$ cat src/rtl/pwm_duty_meter_pkg.sv
// Shared types and constants for the PWM duty meter.
package pwm_duty_meter_pkg;

    typedef enum logic [1:0] {
        ACQUIRE = 2'd0,
        HIGH    = 2'd1,
        LOW     = 2'd2
    } meter_state_t;

    localparam int PCT_SCALE = 100;
    localparam int DUTY_W    = 7;

    // Numerator width for high*PCT_SCALE given a counter width.
    function automatic int num_width(input int cnt_w);
        return cnt_w + DUTY_W;
    endfunction

endpackage

$ cat src/rtl/pwm_duty_meter_if.sv
// Result bus of the PWM duty meter: captured counts, duty and status strobes.
interface pwm_duty_meter_if
    import pwm_duty_meter_pkg::*;
#(
    parameter int CNT_W = 16
);
    logic [CNT_W-1:0]  high_cnt;
    logic [CNT_W-1:0]  period_cnt;
    logic [DUTY_W-1:0] duty_pct;
    logic              valid;
    logic              stuck;
    logic              overrun;

    modport master (
        output high_cnt, period_cnt, duty_pct, valid, stuck, overrun
    );

    modport slave (
        input high_cnt, period_cnt, duty_pct, valid, stuck, overrun
    );
endinterface

$ cat src/rtl/pwm_duty_meter_seq_div.sv
// Unsigned restoring divider, one quotient bit per cycle, NUM_W cycles per divide.
// done pulses on the cycle after the last step; abort drops any divide in flight.
module pwm_seq_div #(
    parameter int NUM_W = 23,
    parameter int DEN_W = 16
) (
    input  logic             clk,
    input  logic             rst_n,
    input  logic             start,
    input  logic             abort,
    input  logic [NUM_W-1:0] num,
    input  logic [DEN_W-1:0] den,
    output logic             busy,
    output logic             done,
    output logic [NUM_W-1:0] quo
);
    localparam int SW = $clog2(NUM_W + 1);

    logic [DEN_W-1:0] rem_q;
    logic [DEN_W-1:0] den_q;
    logic [NUM_W-1:0] quo_q;
    logic [SW-1:0]    step_q;
    logic             busy_q;
    logic             done_q;

    logic [DEN_W:0]   rem_sh;
    logic             ge;
    logic [DEN_W-1:0] rem_nx;

    // One restoring step: shift in the next numerator bit and try to subtract.
    always_comb begin
        rem_sh = {rem_q, quo_q[NUM_W-1]};
        ge     = (rem_sh >= {1'b0, den_q});
        rem_nx = ge ? DEN_W'(rem_sh - {1'b0, den_q}) : rem_sh[DEN_W-1:0];
    end

    // Divide sequencing; the step counter runs down from NUM_W to the last step.
    always_ff @(posedge clk or negedge rst_n) begin
        if (!rst_n) begin
            rem_q  <= '0;
            den_q  <= '0;
            quo_q  <= '0;
            step_q <= '0;
            busy_q <= 1'b0;
            done_q <= 1'b0;
        end else if (abort) begin
            step_q <= '0;
            busy_q <= 1'b0;
            done_q <= 1'b0;
        end else begin
            done_q <= 1'b0;
            if (start && !busy_q) begin
                rem_q  <= '0;
                den_q  <= den;
                quo_q  <= num;
                step_q <= SW'(NUM_W);
                busy_q <= 1'b1;
            end else if (busy_q) begin
                rem_q  <= rem_nx;
                quo_q  <= {quo_q[NUM_W-2:0], ge};
                step_q <= step_q - 1'b1;
                if (step_q == SW'(1)) begin
                    busy_q <= 1'b0;
                    done_q <= 1'b1;
                end
            end
        end
    end

    assign busy = busy_q;
    assign done = done_q;
    assign quo  = quo_q;

endmodule

$ cat src/rtl/pwm_duty_meter.sv
// PWM duty meter: measures high time and period of a sampled PWM line and
// reports floor(high*100/period) with a one-cycle valid strobe.
//
// state   | meaning
// --------+---------------------------------------------------------------
// ACQUIRE | no measurement running; waiting for the first rise event
// HIGH    | line high; high and period counters running
// LOW     | line low; period counter running, next rise completes a period
module pwm_duty_meter
    import pwm_duty_meter_pkg::*;
#(
    parameter int CNT_W       = 16,
    parameter int TIMEOUT_CYC = 50000
) (
    input  logic              clk,
    input  logic              rst_n,
    input  logic              pwm_in,
    pwm_duty_meter_if.master  res
);
    localparam int NUM_W = num_width(CNT_W);
    localparam logic [CNT_W-1:0] SAT     = CNT_W'(TIMEOUT_CYC);
    localparam logic [CNT_W-1:0] TO_LOAD = CNT_W'(TIMEOUT_CYC - 1);

    logic [1:0]       sync_q;
    logic             edge_q;
    logic             pin_lvl;
    logic             rise;
    logic             fall;

    meter_state_t     state_q, state_d;
    logic             restart, hi_inc, per_inc, div_start, ovr_d;

    logic [CNT_W-1:0] high_c, per_c;
    logic [CNT_W-1:0] stg_high, stg_per;
    logic [CNT_W-1:0] to_cnt_q;
    logic             timeout;

    logic             div_busy, div_done;
    logic [NUM_W-1:0] div_num, div_quo;
    logic [DUTY_W-1:0] duty_clamped;

    // Two-flop synchronizer plus the edge-detect register.
    always_ff @(posedge clk or negedge rst_n) begin
        if (!rst_n) begin
            sync_q <= 2'b00;
            edge_q <= 1'b0;
        end else begin
            sync_q <= {sync_q[0], pwm_in};
            edge_q <= sync_q[1];
        end
    end

    assign pin_lvl = sync_q[1];
    assign rise    = pin_lvl & ~edge_q;
    assign fall    = ~pin_lvl & edge_q;

    // Stuck-line timer: reloads on every rise event and on each expiry.
    always_ff @(posedge clk or negedge rst_n) begin
        if (!rst_n) begin
            to_cnt_q <= TO_LOAD;
        end else if (rise || timeout) begin
            to_cnt_q <= TO_LOAD;
        end else begin
            to_cnt_q <= to_cnt_q - 1'b1;
        end
    end

    // A rise in the same cycle suppresses expiry.
    assign timeout = (to_cnt_q == '0) && !rise;

    // FSM state register.
    always_ff @(posedge clk or negedge rst_n) begin
        if (!rst_n) begin
            state_q <= ACQUIRE;
        end else begin
            state_q <= state_d;
        end
    end

    // Next-state and counter/divider control.
    always_comb begin
        state_d   = state_q;
        restart   = 1'b0;
        hi_inc    = 1'b0;
        per_inc   = 1'b0;
        div_start = 1'b0;
        ovr_d     = 1'b0;
        if (timeout) begin
            state_d = ACQUIRE;
        end else begin
            unique case (state_q)
                ACQUIRE: begin
                    if (rise) begin
                        restart = 1'b1;
                        state_d = HIGH;
                    end
                end
                HIGH: begin
                    per_inc = 1'b1;
                    if (fall) begin
                        state_d = LOW;
                    end else begin
                        hi_inc = 1'b1;
                    end
                end
                LOW: begin
                    if (rise) begin
                        restart = 1'b1;
                        state_d = HIGH;
                        if (div_busy) begin
                            ovr_d = 1'b1;
                        end else begin
                            div_start = 1'b1;
                        end
                    end else begin
                        per_inc = 1'b1;
                    end
                end
                default: state_d = ACQUIRE;
            endcase
        end
    end

    // High and period counters: restart at 1, saturate at the timeout value.
    always_ff @(posedge clk or negedge rst_n) begin
        if (!rst_n) begin
            high_c <= '0;
            per_c  <= '0;
        end else if (restart) begin
            high_c <= CNT_W'(1);
            per_c  <= CNT_W'(1);
        end else begin
            if (hi_inc && high_c != SAT) begin
                high_c <= high_c + 1'b1;
            end
            if (per_inc && per_c != SAT) begin
                per_c <= per_c + 1'b1;
            end
        end
    end

    // Staging copy of the period being divided, published when the quotient is ready.
    always_ff @(posedge clk or negedge rst_n) begin
        if (!rst_n) begin
            stg_high <= '0;
            stg_per  <= '0;
        end else if (div_start) begin
            stg_high <= high_c;
            stg_per  <= per_c;
        end
    end

    assign div_num = NUM_W'(high_c) * NUM_W'(PCT_SCALE);

    pwm_seq_div #(
        .NUM_W (NUM_W),
        .DEN_W (CNT_W)
    ) u_div (
        .clk   (clk),
        .rst_n (rst_n),
        .start (div_start),
        .abort (timeout),
        .num   (div_num),
        .den   (per_c),
        .busy  (div_busy),
        .done  (div_done),
        .quo   (div_quo)
    );

    // Jitter on the sampled edges can push the ratio past full scale.
    assign duty_clamped = (div_quo > NUM_W'(PCT_SCALE)) ? DUTY_W'(PCT_SCALE)
                                                        : div_quo[DUTY_W-1:0];

    // Result registers: timeout report has priority over a finishing divide.
    always_ff @(posedge clk or negedge rst_n) begin
        if (!rst_n) begin
            res.high_cnt   <= '0;
            res.period_cnt <= '0;
            res.duty_pct   <= '0;
            res.valid      <= 1'b0;
            res.stuck      <= 1'b0;
            res.overrun    <= 1'b0;
        end else begin
            res.valid   <= 1'b0;
            res.overrun <= ovr_d;
            if (timeout) begin
                res.high_cnt   <= '0;
                res.period_cnt <= '0;
                res.duty_pct   <= pin_lvl ? DUTY_W'(PCT_SCALE) : '0;
                res.stuck      <= 1'b1;
                res.valid      <= 1'b1;
            end else if (div_done) begin
                res.high_cnt   <= stg_high;
                res.period_cnt <= stg_per;
                res.duty_pct   <= duty_clamped;
                res.stuck      <= 1'b0;
                res.valid      <= 1'b1;
            end
        end
    end

endmodule

$ cat src/flat_wrapper.sv
// flat-port wrapper written by rule: the top's interface ports become plain ports
module pwm_duty_meter_flat import pwm_duty_meter_pkg::*;
#(
    parameter int CNT_W       = 16,
    parameter int TIMEOUT_CYC = 50000
)
  (clk, rst_n, pwm_in, res_high_cnt, res_period_cnt, res_duty_pct, res_valid, res_stuck, res_overrun);
  pwm_duty_meter_if #(.CNT_W(CNT_W)) res_i ();
  input  logic clk;
  input  logic rst_n;
  input  logic pwm_in;
  output wire logic [$bits(res_i.high_cnt)-1:0] res_high_cnt;
  output wire logic [$bits(res_i.period_cnt)-1:0] res_period_cnt;
  output wire logic [$bits(res_i.duty_pct)-1:0] res_duty_pct;
  output wire logic [$bits(res_i.valid)-1:0] res_valid;
  output wire logic [$bits(res_i.stuck)-1:0] res_stuck;
  output wire logic [$bits(res_i.overrun)-1:0] res_overrun;
  assign res_high_cnt = res_i.high_cnt;
  assign res_period_cnt = res_i.period_cnt;
  assign res_duty_pct = res_i.duty_pct;
  assign res_valid = res_i.valid;
  assign res_stuck = res_i.stuck;
  assign res_overrun = res_i.overrun;
  pwm_duty_meter #(.CNT_W(CNT_W), .TIMEOUT_CYC(TIMEOUT_CYC)) u_core (.clk(clk), .rst_n(rst_n), .pwm_in(pwm_in), .res(res_i));
endmodule
$ cat config.mk
export PLATFORM = sky130hd
export DESIGN_NAME = pwm_duty_meter_flat
export DESIGN_NICKNAME = d
export VERILOG_FILES = /design/src/rtl/pwm_duty_meter_pkg.sv /design/src/rtl/pwm_duty_meter_if.sv /design/src/rtl/pwm_duty_meter_seq_div.sv /design/src/rtl/pwm_duty_meter.sv /design/src/flat_wrapper.sv
export SDC_FILE = /design/constraint.sdc
export NUM_CORES = 1
export LEC_CHECK = 0
export CAP_MARGIN = 30
export CELL_PAD_IN_SITES_DETAIL_PLACEMENT = 2
export CELL_PAD_IN_SITES_GLOBAL_PLACEMENT = 2
export CORE_MARGIN = 2
export CORE_UTILIZATION = 43
export CTS_CLUSTER_SIZE = 20
export DETAILED_ROUTE_END_ITERATION = 12
export PLACE_DENSITY_LB_ADDON = 0.1
export SYNTH_ARGS = -nofsm -noshare
export SYNTH_HDL_FRONTEND = slang
export SYNTH_SLANG_ARGS = --single-unit
$ cat constraint.sdc
create_clock -name clk -period 7.9 [get_ports clk]
set_clock_uncertainty 0.2 [all_clocks]
set_input_delay 1.58 -clock clk [delete_from_list [all_inputs] [get_ports clk]]
set_output_delay 1.58 -clock clk [all_outputs]
set_load 0.02 [all_outputs]
# Word level (Yosys, flattened, before mapping)

Index checks and enable logic that the tools add are counted.
W data, S select, Z words.

$mul: 1
Bitwise operators: 5
Muxes and demuxes: 54
$lt $le $gt $ge: 2
Eq/ne operators: 7
Reduce and logical (&&, ||, !) cells: 18
$add $sub $neg: 5

Operators with widths:

| cell                    | number |
|---|---|
| $mux W16                | 12 |
| $mux W23                | 2 |
| $add A16 B1 Y16 const B | 2 |
| $ne A16 B16 Y1 const B  | 2 |
| $mux W1                 | 28 |
| $mux W7                 | 4 |
| $gt A23 B7 Y1 const B   | 1 |
| $mul A16 B5 Y21 const B | 1 |
| $ge A17 B16 Y1          | 1 |
| $logic_not A16 Y1       | 1 |
| $sub A16 B1 Y16 const B | 1 |
| $sub A16 B16 Y16        | 1 |
| $mux W5                 | 3 |
| $reduce_bool A2 Y1      | 4 |
| $mux W2                 | 3 |
| $ne A3 B1 Y1 const B    | 2 |
| $reduce_and A2 Y1       | 3 |
| $eq A5 B1 Y1 const B    | 1 |
| $sub A5 B1 Y5 const B   | 1 |
| $logic_and A1 B1 Y1     | 4 |
| $pmux W2 S2             | 1 |
| $not A1 Y1              | 3 |
| $reduce_bool A3 Y1      | 1 |
| $and A1 B1 Y1           | 2 |
| other kinds (7)         | 8 |

Bits of input ports: 3
Output and inout port bits: 42
Logic and storage cells: 112
Register bits after elaboration: 189

# Depth between registers and ports, before layout

Word-level depth: 8
Depth in mapped cells: 16
Depth with buffers taken out: 16

# Modules after synthesis

A second synthesis with hierarchy kept.

Cells, all modules: 1076
Area, all modules: 10794.1 µm²

Modules (own cells, without submodules):

| module         | area each (µm²) | instances | cells each | sequential area each (µm²) |
|---|---|---|---|---|
| pwm_duty_meter | 7263.2          | 1         | 700        | 3189.3 |
| pwm_seq_div    | 3530.9          | 1         | 376        | 1551.5 |

# Worst setup path before layout

Ideal clock, no wire load.

Path type: reg-to-reg
Start: reg u_core.high_c[2]
End: reg u_core.u_div.quo_q[20], in the netlist u_core.u_div.quo[20]
Arrival time: 3403 ps
Path buffers: 0
Required time: 7564 ps
Setup slack: 4162 ps
Setup time: 136 ps
Period minus slack after synthesis: 3738 ps
Cell stages (with the launch flop): 13
Path through: dfrtp_1 -> inv_1 -> ha_1 -> ha_1 -> fa_1 -> ha_1 -> a211oi_1 -> o21bai_1 -> a2111oi_0 -> o311ai_0 -> a31oi_1 -> xor2_1 -> a22oi_1

Longest elaborated chain between the ends: 2

Ends and longest elaborated chain:

| what                     | RTL line                     | text |
|---|---|---|
| start: declaration       | pwm_duty_meter.sv:33         | `logic [CNT_W-1:0] high_c, per_c;` |
| start signal: assignment | pwm_duty_meter.sv:134        | `high_c <= high_c + 1'b1;` |
| $mul A16 B5 Y21          | pwm_duty_meter.sv:153        | `assign div_num = NUM_W'(high_c) * NUM_W'(PCT_SCALE);` |
| $mux W23                 | pwm_duty_meter_seq_div.sv:52 | `if (start && !busy_q) begin` |
| end signal: assignment   | pwm_duty_meter_seq_div.sv:55 | `quo_q <= num;` |
| end signal: assignment   | pwm_duty_meter_seq_div.sv:60 | `quo_q <= {quo_q[NUM_W-2:0], ge};` |
| end: declaration         | pwm_duty_meter_seq_div.sv:21 | `logic [NUM_W-1:0] quo_q;` |

Every way passes these cells.
A chain may end at the register's enable or synchronous reset.

# Worst setup path in the final report

Start: reg u_core.high_c[3]
End: reg u_core.u_div.quo_q[20], in the netlist u_core.u_div.quo[20]

The elaborated chain is that of the path after synthesis.

==> out/qor.csv <==
stage,metric,value,unit
clocking,root buffer cell,clkbuf_16,
floorplanning,core area,24200,sq um
yosys,sequential area share after synthesis,44.9,%
power_and_ir_drop,power share of the sequential group,37.4,%
drt,total wire length,32100,microns
sta,final worst-path cycle share,57.7,%
placed_design,pre-CTS WS,3440,ps
critical_path,WP data arrival,4650,ps
drt,vias per cell,5.62,
yosys,XOR/XNOR Fraction of Synth Area,4.64,%
floorplanning,row count,57,
sta,endpoints failing setup,0,
critical_path,worst path cell trace,inv_1 > ha_1 > ha_1 > fa_1 > ha_1 > a211oi_1 > o21bai_1 > a2111oi_0 > o311ai_0 > a31oi_1 > xor2_1 > a22oi_1,
critical_path,kind of critical path,flip-flop to flip-flop,
critical_path,Slowest cell on crit path,a2111oi_0,
global_route,global-route wire length before repair,53000,microns
clocking,"CTS clk-pin slew, worst paths",80,ps
drt,Post-route DRC,0,
yosys,dominant cell type by area after synthesis,dfrtp_1,
power_and_ir_drop,Internal Dissipation,2.14,mW
yosys,Yosys reg bits,189,
sta,setup_tns,0,ps
placed_design,Placer Congestion,0.823,
yosys,synthesized instance count,1115,
outcome,status,finished clean,
drt,Vias,8342,
final_layout,n_diodes,0,
clocking,Post-CTS Setup Bufs,0,
clocking,CTS tree,done,
yosys,post-synth top area share,42.6,%
clocking,CTS Sinks,189,
sta,max_slew headroom,42.0,%
min_path,HP Class,flip-flop to flip-flop,
yosys,adder-cell area share of the yosys netlist,12.4,%
clocking,H-tree levels,4,
clocking,CTS buffer count,17,
placed_design,DPL Wire Length,23200,microns
yosys,"top cells by area, synth","dfrtp_1, ha_1, nand2_1",
floorplanning,Die Area,25800,sq um
power_and_ir_drop,Max VDD drop,0.152,mV
critical_path,CP Launch Type,flip-flop,
yosys,"Primary FF master, synth",dfrtp_1,
drt,post-route ant nets,0,
power_and_ir_drop,leak pwr,5.54,nW
critical_path,worst-path maximum fanout,6,
sta,Worst Tran Pin Value,848,ps
clocking,insertion delay to the later sink of the worst-skew pair,440,ps
critical_path,"Req. time, crit path",7990,ps
final_layout,NumNets Final,1247,
final_layout,proportion of layout cells with a drive suffix above 1,6.12,%
yosys,proportion of synthesized area in mux cells,4.36,%
placed_design,input/output buffers,44,
clocking,Resized cells post-CTS,0,
global_route,largest net degree at the start of global routing,68,
global_route,grt total ovfl,0,
yosys,main combinational cell family by area after synthesis,simple AND/OR/NAND/NOR gates,
floorplanning,Starting Density,43.6,%
critical_path,Worst path max stage delay,800,ps
global_route,vias in the first global route,9638,
sta,Fin. Hold Viols,0,
power_and_ir_drop,Net Sw Frac,40.4,%
yosys,syn avg cell area,9.47,sq um
yosys,Cell variety after synth,65,
power_and_ir_drop,Logic pwr share,38.3,%
sta,fin. max-slew vios,0,
yosys,cell area after synthesis,10600,sq um
yosys,warnings from Yosys,0,
yosys,Synth Net Count,1214,
clocking,Post-CTS Hold Buffers,0,
global_route,initial antenna violation count,0,
sta,unrepaired setup endpoints after global routing,false,
critical_path,Crit path top cell by count,ha_1,
sta,Fmax achieved,219,MHz
floorplanning,IO Pins,45,
yosys,ys async rst share,100,%
floorplanning,Die Wd,161,microns
final_layout,Layout area overhead,13.0,%
yosys,Post-synth EDFFs,0,
drt,Detailed Route Iter0 Violations,456,
power_and_ir_drop,Clock Power Share,24.3,%
sta,worst setup margin,3340,ps
power_and_ir_drop,P_sw,1.45,mW
yosys,Post-Synth Simple-Gate Area,16.5,%
drt,routed len/inst,21.6,microns
power_and_ir_drop,PD cells,301,nW/um^2
sta,minimum clock period,4560,ps
clocking,clk buf depth,2,
floorplanning,Die Y,161,microns
yosys,compound-gate portion of the synthesized area,12.3,%
drt,Pre-Repair DR Iteration Count,4,
run,Max Cap Viol,0,
critical_path,CP endpoint kind,flip-flop,
global_route,Total GRT Usage,26.2,%
[layout by cell type, fill, tap and decap left out, types with 6 or more instances in the layout]
| cell | Yosys | routed |
|---|---|---|
| a211oi_1 | 6 | 6 |
| a21o_1 | 11 | 11 |
| a21oi_1 | 48 | 47 |
| a31oi_1 | 11 | 11 |
| and3_1 | 6 | 6 |
| buf_4 | 3 | 11 |
| clkbuf_16 | 0 | 17 |
| clkdlybuf4s50_1 | 0 | 43 |
| dfrtp_1 | 180 | 179 |
| dfstp_2 | 9 | 9 |
| fa_1 | 12 | 12 |
| ha_1 | 84 | 84 |
| inv_1 | 95 | 95 |
| mux2i_1 | 46 | 46 |
| nand2_1 | 147 | 147 |
| nand2b_1 | 9 | 9 |
| nand3_1 | 18 | 17 |
| nand4_1 | 13 | 13 |
| nor2_1 | 114 | 112 |
| nor3_1 | 27 | 27 |
| o21a_1 | 6 | 6 |
| o21ai_0 | 69 | 69 |
| o21ai_1 | 13 | 13 |
| o22ai_1 | 10 | 10 |
| or3_1 | 15 | 15 |
| xnor2_1 | 39 | 39 |
| xor2_1 | 17 | 17 |
[sequential cells by signal, indices dropped and copies added (netlist names)]
register and cells:
u_core.u_div.step_q 5, u_core.per_c 16, u_core.sync_q 2, u_core.u_div.busy 1
u_core.u_div.done 1, u_core.stg_per 16, u_core.res.period_cnt 16, u_core.u_div.quo 23
u_core.high_c 16, u_core.to_cnt_q 16, u_core.res.overrun 1, u_core.state_q 2
u_core.res.high_cnt 16, u_core.u_div.rem_q 16, u_core.stg_high 16, u_core.edge_q 1
u_core.res.duty_pct 7, u_core.res.valid 1, u_core.u_div.den_q 16, u_core.res.stuck 1
[logic make-up after synthesis]
family	count (synthesis)
AND/OR/NAND/NOR	379
AO/OA/AOI/OAI	212
flip-flops	189
buffers and inverters	136
adder cells (fa/ha/maj)	97
XOR/XNOR	56
multiplexers	46
[final timing paths]
kind                             startpoint                endpoint  slack (ps)  cells after the start
max                        u_core.high_c[3]    u_core.u_div.quo[20]        3340                     12
min                        u_core.sync_q[0]        u_core.sync_q[1]         160                      0
max reg2reg                u_core.high_c[3]    u_core.u_div.quo[20]        3340                     12
min reg2reg                u_core.sync_q[0]        u_core.sync_q[1]         160                      0
max in group asynchronous             rst_n     u_core.to_cnt_q[12]        5290                      2
min in group asynchronous             rst_n  u_core.u_div.den_q[12]         940                      1
[Yosys cell counts (3+ instances only)]
| library cell | n |
|---|---|
| nand2_1 | 147 |
| nor4_1 | 5 |
| xnor2_1 | 39 |
| nand2b_1 | 9 |
| and3_1 | 6 |
| dfstp_2 | 9 |
| buf_2 | 6 |
| nand4_1 | 13 |
| buf_4 | 3 |
| or3_1 | 15 |
| fa_1 | 12 |
| a22o_1 | 4 |
| o21ai_0 | 69 |
| o311ai_0 | 5 |
| o21a_1 | 6 |
| a21oi_1 | 48 |
| nor3_1 | 27 |
| o31ai_1 | 3 |
| nand3_1 | 18 |
| nor2_1 | 114 |
| or4_1 | 3 |
| a21o_1 | 11 |
| mux2i_1 | 46 |
| clkbuf_1 | 31 |
| o22ai_1 | 10 |
| xor2_1 | 17 |
| a31oi_1 | 11 |
| o21bai_1 | 3 |
| a211oi_1 | 6 |
| dfrtp_1 | 180 |
| a41oi_1 | 3 |
| ha_1 | 84 |
| o21ai_1 | 13 |
| inv_1 | 95 |
| nand3b_1 | 3 |
[metrics by stage]
stage | hold WS (ps) | utilization, % | instances | total power [mW] | cell area [sq um]
final | 163 | 49.2 | 1485 | 3.59 | 11900
after global routing | 186 | 49.2 | 1485 | 3.85 | 11900
after CTS | 165 | 49.2 | 1485 | 3.62 | 11900
after detailed placement | 139 | 46.8 | 1453 | 2.71 | 11300
after global placement | 139 | 46.8 | 1453 | 2.62 | 11300
after floorplan | 131 | - | 1115 | 2.29 | 10600
[layer usage]
layer  part of all wire (%)  wire length [microns]  up-vias  global-route usage [%]
met5                      0                      0        -                       0
met2                     53                  17100       79                    48.5
li1                       -                      -     3872                       -
met1                     43                  13700     4344                    31.5
met3                    1.4                    434       47                    2.79
met4                    2.8                    889        0                    9.46
[final cells by class]
| cell class | count | area (sq um) |
|---|---|---|
| multi-input combinational | 790 | 5310 |
| timing repair buffer | 55 | 527 |
| sequential | 189 | 4740 |
| clock buffer | 18 | 429 |
| fill | 2637 | 12300 |
| clock inverter | 14 | 163 |
| tap | 324 | 405 |
| inverter | 95 | 357 |
[critical path, delay by kind of cell (launching register included)]
| kind | cells | cell delay (ps) |
|---|---|---|
| AOI/OAI and AO/OA | 6 | 2000 |
| adders and majority gates | 4 | 1480 |
| DFF | 1 | 450 |
| xor gates and xnor gates | 1 | 170 |
| buffers and inverters | 1 | 100 |
[power by group through the flow]
stage	sequential, mW	clock [mW]	combinational, mW
CTS	1.34	0.894	1.39
global route	1.37	0.927	1.55
global placement	1.35	0	1.28
floorplan	1.31	0	0.978
finish	1.34	0.874	1.38
detailed placement	1.36	0	1.35
No activity file was read; power rests on OpenSTA's default activity.
